--- config.mk ---
export PLATFORM = sky130hd
export DESIGN_NAME = pulse_freq_meter
export DESIGN_NICKNAME = d
export VERILOG_FILES = /design/src/rtl/pulse_freq_meter.sv
export SDC_FILE = /design/constraint.sdc
export NUM_CORES = 1
export LEC_CHECK = 0
export BUFFER_PORTS_ARGS = -buffer_cell sky130_fd_sc_hd__buf_2
export CAP_MARGIN = 25
export CORE_MARGIN = 8
export CORE_UTILIZATION = 52
export DETAILED_ROUTE_END_ITERATION = 7
export PLACE_DENSITY = 0.72
export SLEW_MARGIN = 10
export SYNTH_ARGS = -nofsm -noshare
export SYNTH_HDL_FRONTEND = slang
export SYNTH_SLANG_ARGS = --single-unit
export TNS_END_PERCENT = 5
--- constraint.sdc ---
create_clock -name clk -period 4.5 [get_ports clk]
set_input_delay 0 -clock clk [delete_from_list [all_inputs] [get_ports clk]]
set_output_delay 0 -clock clk [all_outputs]
set_load 0.01 [all_outputs]
--- src/rtl/pulse_freq_meter.sv ---
// Purpose  : counts rising edges of an asynchronous divider output over a fixed clk window.
// Latency  : div_in is seen SYNC_STAGES+1 clk later; the result is valid 1 clk after the window ends.
// Backpress: a result is held in HOLD until cnt_ready; edges during HOLD are not counted.
//
// Ports:
//   clk, rst          system clock (rising edge), asynchronous active-high reset
//   en                measurement enable (level, synchronous to clk)
//   div_in            divider output under test (asynchronous)
//   cnt, overflow     edge count and saturation flag of the last completed window
//   cnt_valid/ready   result handshake
//   busy              high while a window is being measured
module pulse_freq_meter #(
   parameter int GATE_CYCLES = 1000,
   parameter int CNT_W       = 16,
   parameter int SYNC_STAGES = 2
) (
   input  logic             clk,
   input  logic             rst,
   input  logic             en,
   input  logic             div_in,
   output logic [CNT_W-1:0] cnt,
   output logic             cnt_valid,
   input  logic             cnt_ready,
   output logic             overflow,
   output logic             busy
);

   localparam int               GW        = (GATE_CYCLES > 1) ? $clog2(GATE_CYCLES) : 1;
   localparam logic [GW-1:0]    GATE_LAST = GW'(GATE_CYCLES - 1);
   localparam logic [CNT_W-1:0] CNT_MAX   = '1;

   typedef enum logic [1:0] {IDLE, MEASURE, HOLD} state_t;

   state_t                 state, state_nxt;
   logic [SYNC_STAGES-1:0] sync_q;
   logic                   sync_out;
   logic                   sync_prev;
   logic                   edge_det;
   logic [GW-1:0]          gate_q;
   logic [CNT_W-1:0]       edge_cnt;
   logic                   ovf_q;
   logic [CNT_W-1:0]       cnt_inc;
   logic                   ovf_inc;
   logic                   accept;

   // Synchronizer chain for the asynchronous divider output, then a 1-clk edge pulse.
   always_ff @(posedge clk or posedge rst) begin
      if (rst) begin
         sync_q    <= '0;
         sync_prev <= 1'b0;
      end else begin
         sync_q    <= {sync_q[SYNC_STAGES-2:0], div_in};
         sync_prev <= sync_out;
      end
   end

   assign sync_out = sync_q[SYNC_STAGES-1];
   assign edge_det = sync_out & ~sync_prev;
   assign accept   = cnt_valid & cnt_ready;

   // Saturating increment; an edge that cannot be counted marks the window as overflowed.
   always_comb begin
      cnt_inc = edge_cnt;
      ovf_inc = ovf_q;
      if (edge_det) begin
         if (edge_cnt == CNT_MAX) ovf_inc = 1'b1;
         else                     cnt_inc = edge_cnt + 1'b1;
      end
   end

   always_ff @(posedge clk or posedge rst) begin
      if (rst) state <= IDLE;
      else     state <= state_nxt;
   end

   always_comb begin
      state_nxt = state;
      busy      = 1'b0;
      case (state)
         IDLE: begin
            if (en) state_nxt = MEASURE;
         end
         MEASURE: begin
            busy = 1'b1;
            if (!en)                    state_nxt = IDLE;
            else if (gate_q == GATE_LAST) state_nxt = HOLD;
         end
         HOLD: begin
            if (accept) state_nxt = en ? MEASURE : IDLE;
         end
         default: state_nxt = IDLE;
      endcase
   end

   // Counters only run in an enabled MEASURE cycle; every other cycle clears them, so an
   // abort discards the partial count and each new window starts from zero.
   always_ff @(posedge clk or posedge rst) begin
      if (rst) begin
         gate_q    <= '0;
         edge_cnt  <= '0;
         ovf_q     <= 1'b0;
         cnt       <= '0;
         overflow  <= 1'b0;
         cnt_valid <= 1'b0;
      end else if (state == MEASURE && en) begin
         if (gate_q == GATE_LAST) begin
            // The edge seen in the final gate cycle is included in the result.
            cnt       <= cnt_inc;
            overflow  <= ovf_inc;
            cnt_valid <= 1'b1;
            gate_q    <= '0;
            edge_cnt  <= '0;
            ovf_q     <= 1'b0;
         end else begin
            gate_q    <= gate_q + 1'b1;
            edge_cnt  <= cnt_inc;
            ovf_q     <= ovf_inc;
         end
      end else begin
         gate_q   <= '0;
         edge_cnt <= '0;
         ovf_q    <= 1'b0;
         if (state == HOLD && accept) cnt_valid <= 1'b0;
      end
   end

endmodule

# Yosys cells after proc, flatten, opt, wreduce, memory -nomap -nowiden
# Index checks and enable logic that the tools add are counted.
# word_totals
wordCells	49
out_inout_bits	19
regBits	50
# op_classes
reduce_logical	7
mux	20
n_addsub	2
n_eq_ne	8
n_bitwise	3
# op_table
cell	n
16-bit two-way mux	4
10-bit two-way mux	2
16-bit by 1-bit adder with 16-bit output, second input constant	1
16-bit equality test, second input constant	1
10-bit by 1-bit adder with 10-bit output, second input constant	1
10-bit equality test, second input constant	1
1-bit two-way mux	9
2-bit two-way mux	4
2-bit inequality test, second input constant	3
2-bit one-hot mux with 3 select lines	1
2-bit AND reduction	2
3-bit inequality test, second input constant	1
3-bit AND reduction	1
1-bit bitwise AND	2
2-bit by 1-bit equality test with 1-bit output, second input constant	1
2-bit equality test, second input constant	1
1-bit logical AND	2
2-bit logical NOT	1
2-bit nonzero test	1
1-bit NOT	1

# Longest topological paths before layout
# depth
ltp_word	5
ltp_mapped	7
ltp_nobuf	6

# Least setup slack after synthesis
# OpenSTA, ideal clock, no wires.
# synth_path
kind	reg-to-reg
startpoint	register edge_cnt[0]
endpoint	register cnt[8]
n_path_buf	1
path_slack_ns	2.818
synth_period_minus_slack_ns	1.682
path_stages_with_launch	8
t_arrival_ns	1.557
cell_sequence	dfrtp_1 -> ha_1 -> and3_1 -> and2_1 -> buf_2 -> a31oi_1 -> a31oi_1 -> mux2_2
# synth_via
elab_chain_cells	3
# synth_rtl
item	line	text
from (decl)	40	logic [CNT_W-1:0] edge_cnt;
from (signal assigned)	116	edge_cnt <= cnt_inc;
16-bit by 1-bit adder with 16-bit output or 16-bit equality test (tied branches)	67, 66	
16-bit two-way mux *	66	if (edge_cnt == CNT_MAX) ovf_inc = 1'b1;
16-bit two-way mux *	65	if (edge_det) begin
to (signal assigned)	108	cnt <= cnt_inc;
to (decl)	21	output logic [CNT_W-1:0] cnt,
# Mark *: on every way between the ends. The rest lies on a longest branch, timed or not.
# A chain may end at the register's enable or synchronous reset.

# Worst setup path after layout
# layout_path
startpoint	register gate_q[0]
endpoint	register cnt[2]
# layout_via
elab_chain_cells	2
# layout_rtl
item	line	text
from (decl)	39	logic [GW-1:0] gate_q;
from (signal assigned)	115	gate_q <= gate_q + 1'b1;
10-bit equality test	106	if (gate_q == GATE_LAST) begin
2-bit AND reduction (no source line)	n/a	
# No other way between the ends.

==> impl_metrics.csv <==
group,metric,value,unit
critical_path,r2r-end,"cnt[2]",
sta,rsz_0062_raised_after_global_routing,"no",
min_path,hold-path-endpoint,"cnt_valid",
floorplan,core_area,4260,um2
cells_and_area,nets,255,
route,drt-total-wl,4.26,mm
global_routing,grt_pass1_vias,1633,
global_routing,gr-usage-met1,16.5,%
synthesis,postSynth.topFlopCell,"dfrtp_1",
synthesis,ys_top_cells_by_area,"dfrtp_1 (55%), nor2_1 (6.0%), a21oi_1 (3.5%)",
placed_design,routabilityCongestion,0.781,
synthesis,synthTopCellsByCount,"dfrtp_1 (50), nor2_1 (36), a21oi_1 (16), nand3_1 (16), nand2_1 (12)",
critical_path,worstSetupPathType,"register to register",
clock_tree,numCtsBuffers,5,
critical_path,worstSetupEndpointType,"register",
synthesis,synth-warning-count,0,
clock_tree,clock_tree.buffer_depth,2,
sta,timing.final.crit_period,1860,ps
power_and_ir_drop,p_leak,0.00123,uW
clock_tree,cts_resized,0,
synthesis,synth_seq_cells,50,
critical_path,critical_path_required,4680,ps
route,drt_iter0_drc,141,
floorplan,total_number_of_placement_rows,24,
critical_path,worstPathArrival,2040,ps
run_status,status,"complete, no violations",
route,wire_length_per_cell,14.2,um
cells_and_area,final_instance_area,2590,um2
placed_design,numPortBuffers,23,
synthesis,synth_area_leader_cell,"dfrtp_1",
min_path,min-delay-path-class,"input pin to register",
sta,report.final.hold_viol_count,0,
synthesis,netlist.area_leader.share,55.3,%
route,drt-pass1-iter-count,4,
global_routing,maximum_number_of_pins_on_one_net_before_global_route_repair,51,
critical_path,max_stage_delay,420,ps
critical_path,worst-path-max-fanout,30,
clock_tree,cts-root-buf,"clkbuf_8",
clock_tree,cts-htree-levels,2,
sta,max_freq,0.537,GHz
synthesis,most_instantiated_library_cell_after_synthesis,"dfrtp_1",
sta,slew_viol_final,0,
clock_tree,postCtsSetupRepairBufs,0,
floorplan,initial_utilization,53.1,%
floorplan,die_area,6720,um2
floorplan,die_y,82.0,um
sta,min_period_over_period,41.4,%
sta,max_slew.worst_pin.slew,570,ps
placed_design,post_dp_cell_area,2410,um2
sta,timing.setup.tns,0,ps
placed_design,place_hpwl,2.87,mm
route,dr_total_vias,1607,
min_path,min_from,"cnt_ready",
clock_tree,clock_sinks,50,
clock_tree,tritoncts,"yes",
sta,timing.max_slew.rel_slack,62.0,%
global_routing,overflow_after_grt,0,
synthesis,ys_types,41,
critical_path,critPathSlowestCell,"dfrtp_1",
synthesis,synth_fp_nets,227,
cells_and_area,stdcell_count,301,
placed_design,place_inst,288,
route,route.detailed.vias_per_inst,5.34,
job,max_cap_viol_count,0,
synthesis,async_set_or_reset_flop_fraction_in_the_synthesized_netlist,100,%
global_routing,grt_first_pass_wirelength,7.42,mm
cells_and_area,layout-area-overhead-vs-synth,14.6,%
floorplan,io_pins,24,
global_routing,groute.usage.overall,14.4,%
synthesis,synth_enable_flop_cells,0,
power_and_ir_drop,max-vdd-ir-drop,0.262,mV
min_path,hold_path_cell_cnt,3,
route,detail_route.drc_violations,0,
sta,finalSetupViolations,0,
synthesis,netlist_instances,220,
critical_path,ff2ff_path_depth,5,
global_routing,met3_track_usage_gr,4.38,%
global_routing,grt_antenna_before_repair,0,
global_routing,global_route.peak_usage_layer,"met2",
critical_path,timing.reg2reg.setup_slack,2640,ps
critical_path,regToRegStartpoint,"gate_q[0]",
critical_path,critical_path.cell_chain,"ha_1 -> nand3_1 -> nor3_4 -> buf_4 -> mux2_1",
synthesis,postSynthAreaPerCell,10.3,um2
clock_tree,clk_latency,300,ps
floorplan,die_w,82.0,um
synthesis,synth.yosys.seq_area_share,55.3,%
cells_and_area,post_route_cells_drive_above_1_share,17.3,%
global_routing,use_met2,24.2,%
route,detail-route-antenna-nets,0,
power_and_ir_drop,powerDensity,310,nW/um2
synthesis,synthesis.area,2260,um2
sta,finClkSkew,9.64,ps
cells_and_area,n_antenna_cell,0,
critical_path,setup.worst_path.start_class,"register",
clock_tree,clkSlewWorstSetupHoldPaths,90,ps
==> layer usage <==
metal / vias to the layer above / wire length (um)
li1: 810 / -
met1: 768 / 1930
met2: 23 / 2110
met3: 6 / 151
met4: 0 / 70
met5: - / 0
==> area by class of cell <==
type                       instances  area (um2)
clock buffer                       6        72.6
inverter                           7        26.3
tap                               52        65.1
multi-input combinational        155         947
timing repair buffer              29         195
clock inverter                     2        37.5
sequential                        50        1250
fill                             379        1670
==> flip-flops by register name, summed over array words and instances, names as in the netlist <==
name,count
cnt,16
cnt_valid,1
edge_cnt,16
gate_q,10
overflow,1
ovf_q,1
state,2
sync_prev,1
sync_q,2
==> kinds of logic after synthesis <==
| logic type | count (synthesis) | share of synthesized area (%) |
|---|---|---|
| mux | 8 | 3.70 |
| compound gates | 33 | 8.73 |
| simple gates | 99 | 23.0 |
| flops | 50 | 55.3 |
| buf+inv | 15 | 3.15 |
| xor+xnor | 13 | 5.03 |
| fa+ha+maj | 2 | 1.11 |
==> critical path, delay by kind of cell, from the launching register on <==
kind	cells	cell delay (ps)
DFF	1	420
buffers and inverters	1	330
adders and majority gates	1	300
muxes	1	370
and+or+nand+nor	2	330
==> how the worst max path moves through the flow <==
stage,slack [ps],startpoint,to,depth (start not counted)
6_report,2640,gate_q[0],cnt[2],5
4_1_cts,2380,gate_q[0],edge_cnt[2],4
3_5_place_dp,2450,gate_q[0],edge_cnt[2],4
5_1_grt,2480,gate_q[0],cnt[2],5
2_1_floorplan,2820,edge_cnt[0],cnt[8],7
3_3_place_gp,2490,gate_q[0],edge_cnt[2],4
==> through the flow <==
step           utilization (%)  hold WS, ps  setup WS (ps)  total power, uW
2_1_floorplan                -         31.4           2820              488
3_3_place_gp              56.6          109           2490              497
3_5_place_dp              56.6          110           2450              498
4_1_cts                   59.9         52.0           2380              810
5_1_grt                   60.9         99.1           2480              840
6_report                  60.9         62.5           2640              804
==> cell usage in the layout, fill, tap and decap left out, types with 6 or more instances in the layout <==
cell,count
nor3_1,8
inv_1,6
dfrtp_1,50
a21oi_1,16
xnor2_1,8
buf_2,23
nand2_1,12
nor2_1,36
nand3_1,16
==> report_power, final <==
part	leakage [uW]	switching [uW]	internal (uW)
Combinational	0.000501	24.8	14.2
Clock	0.0000514	141	166
Sequential	0.000673	4.15	453
==> timing repair <==
| item | in CTS | in global routing |
|---|---|---|
| hold buffers | 3 | 0 |
| setup endpoints to repair | 0 | 0 |
| hold endpoints to repair | 52 | 0 |
Note: power is estimated with default switching activity, not from simulation.
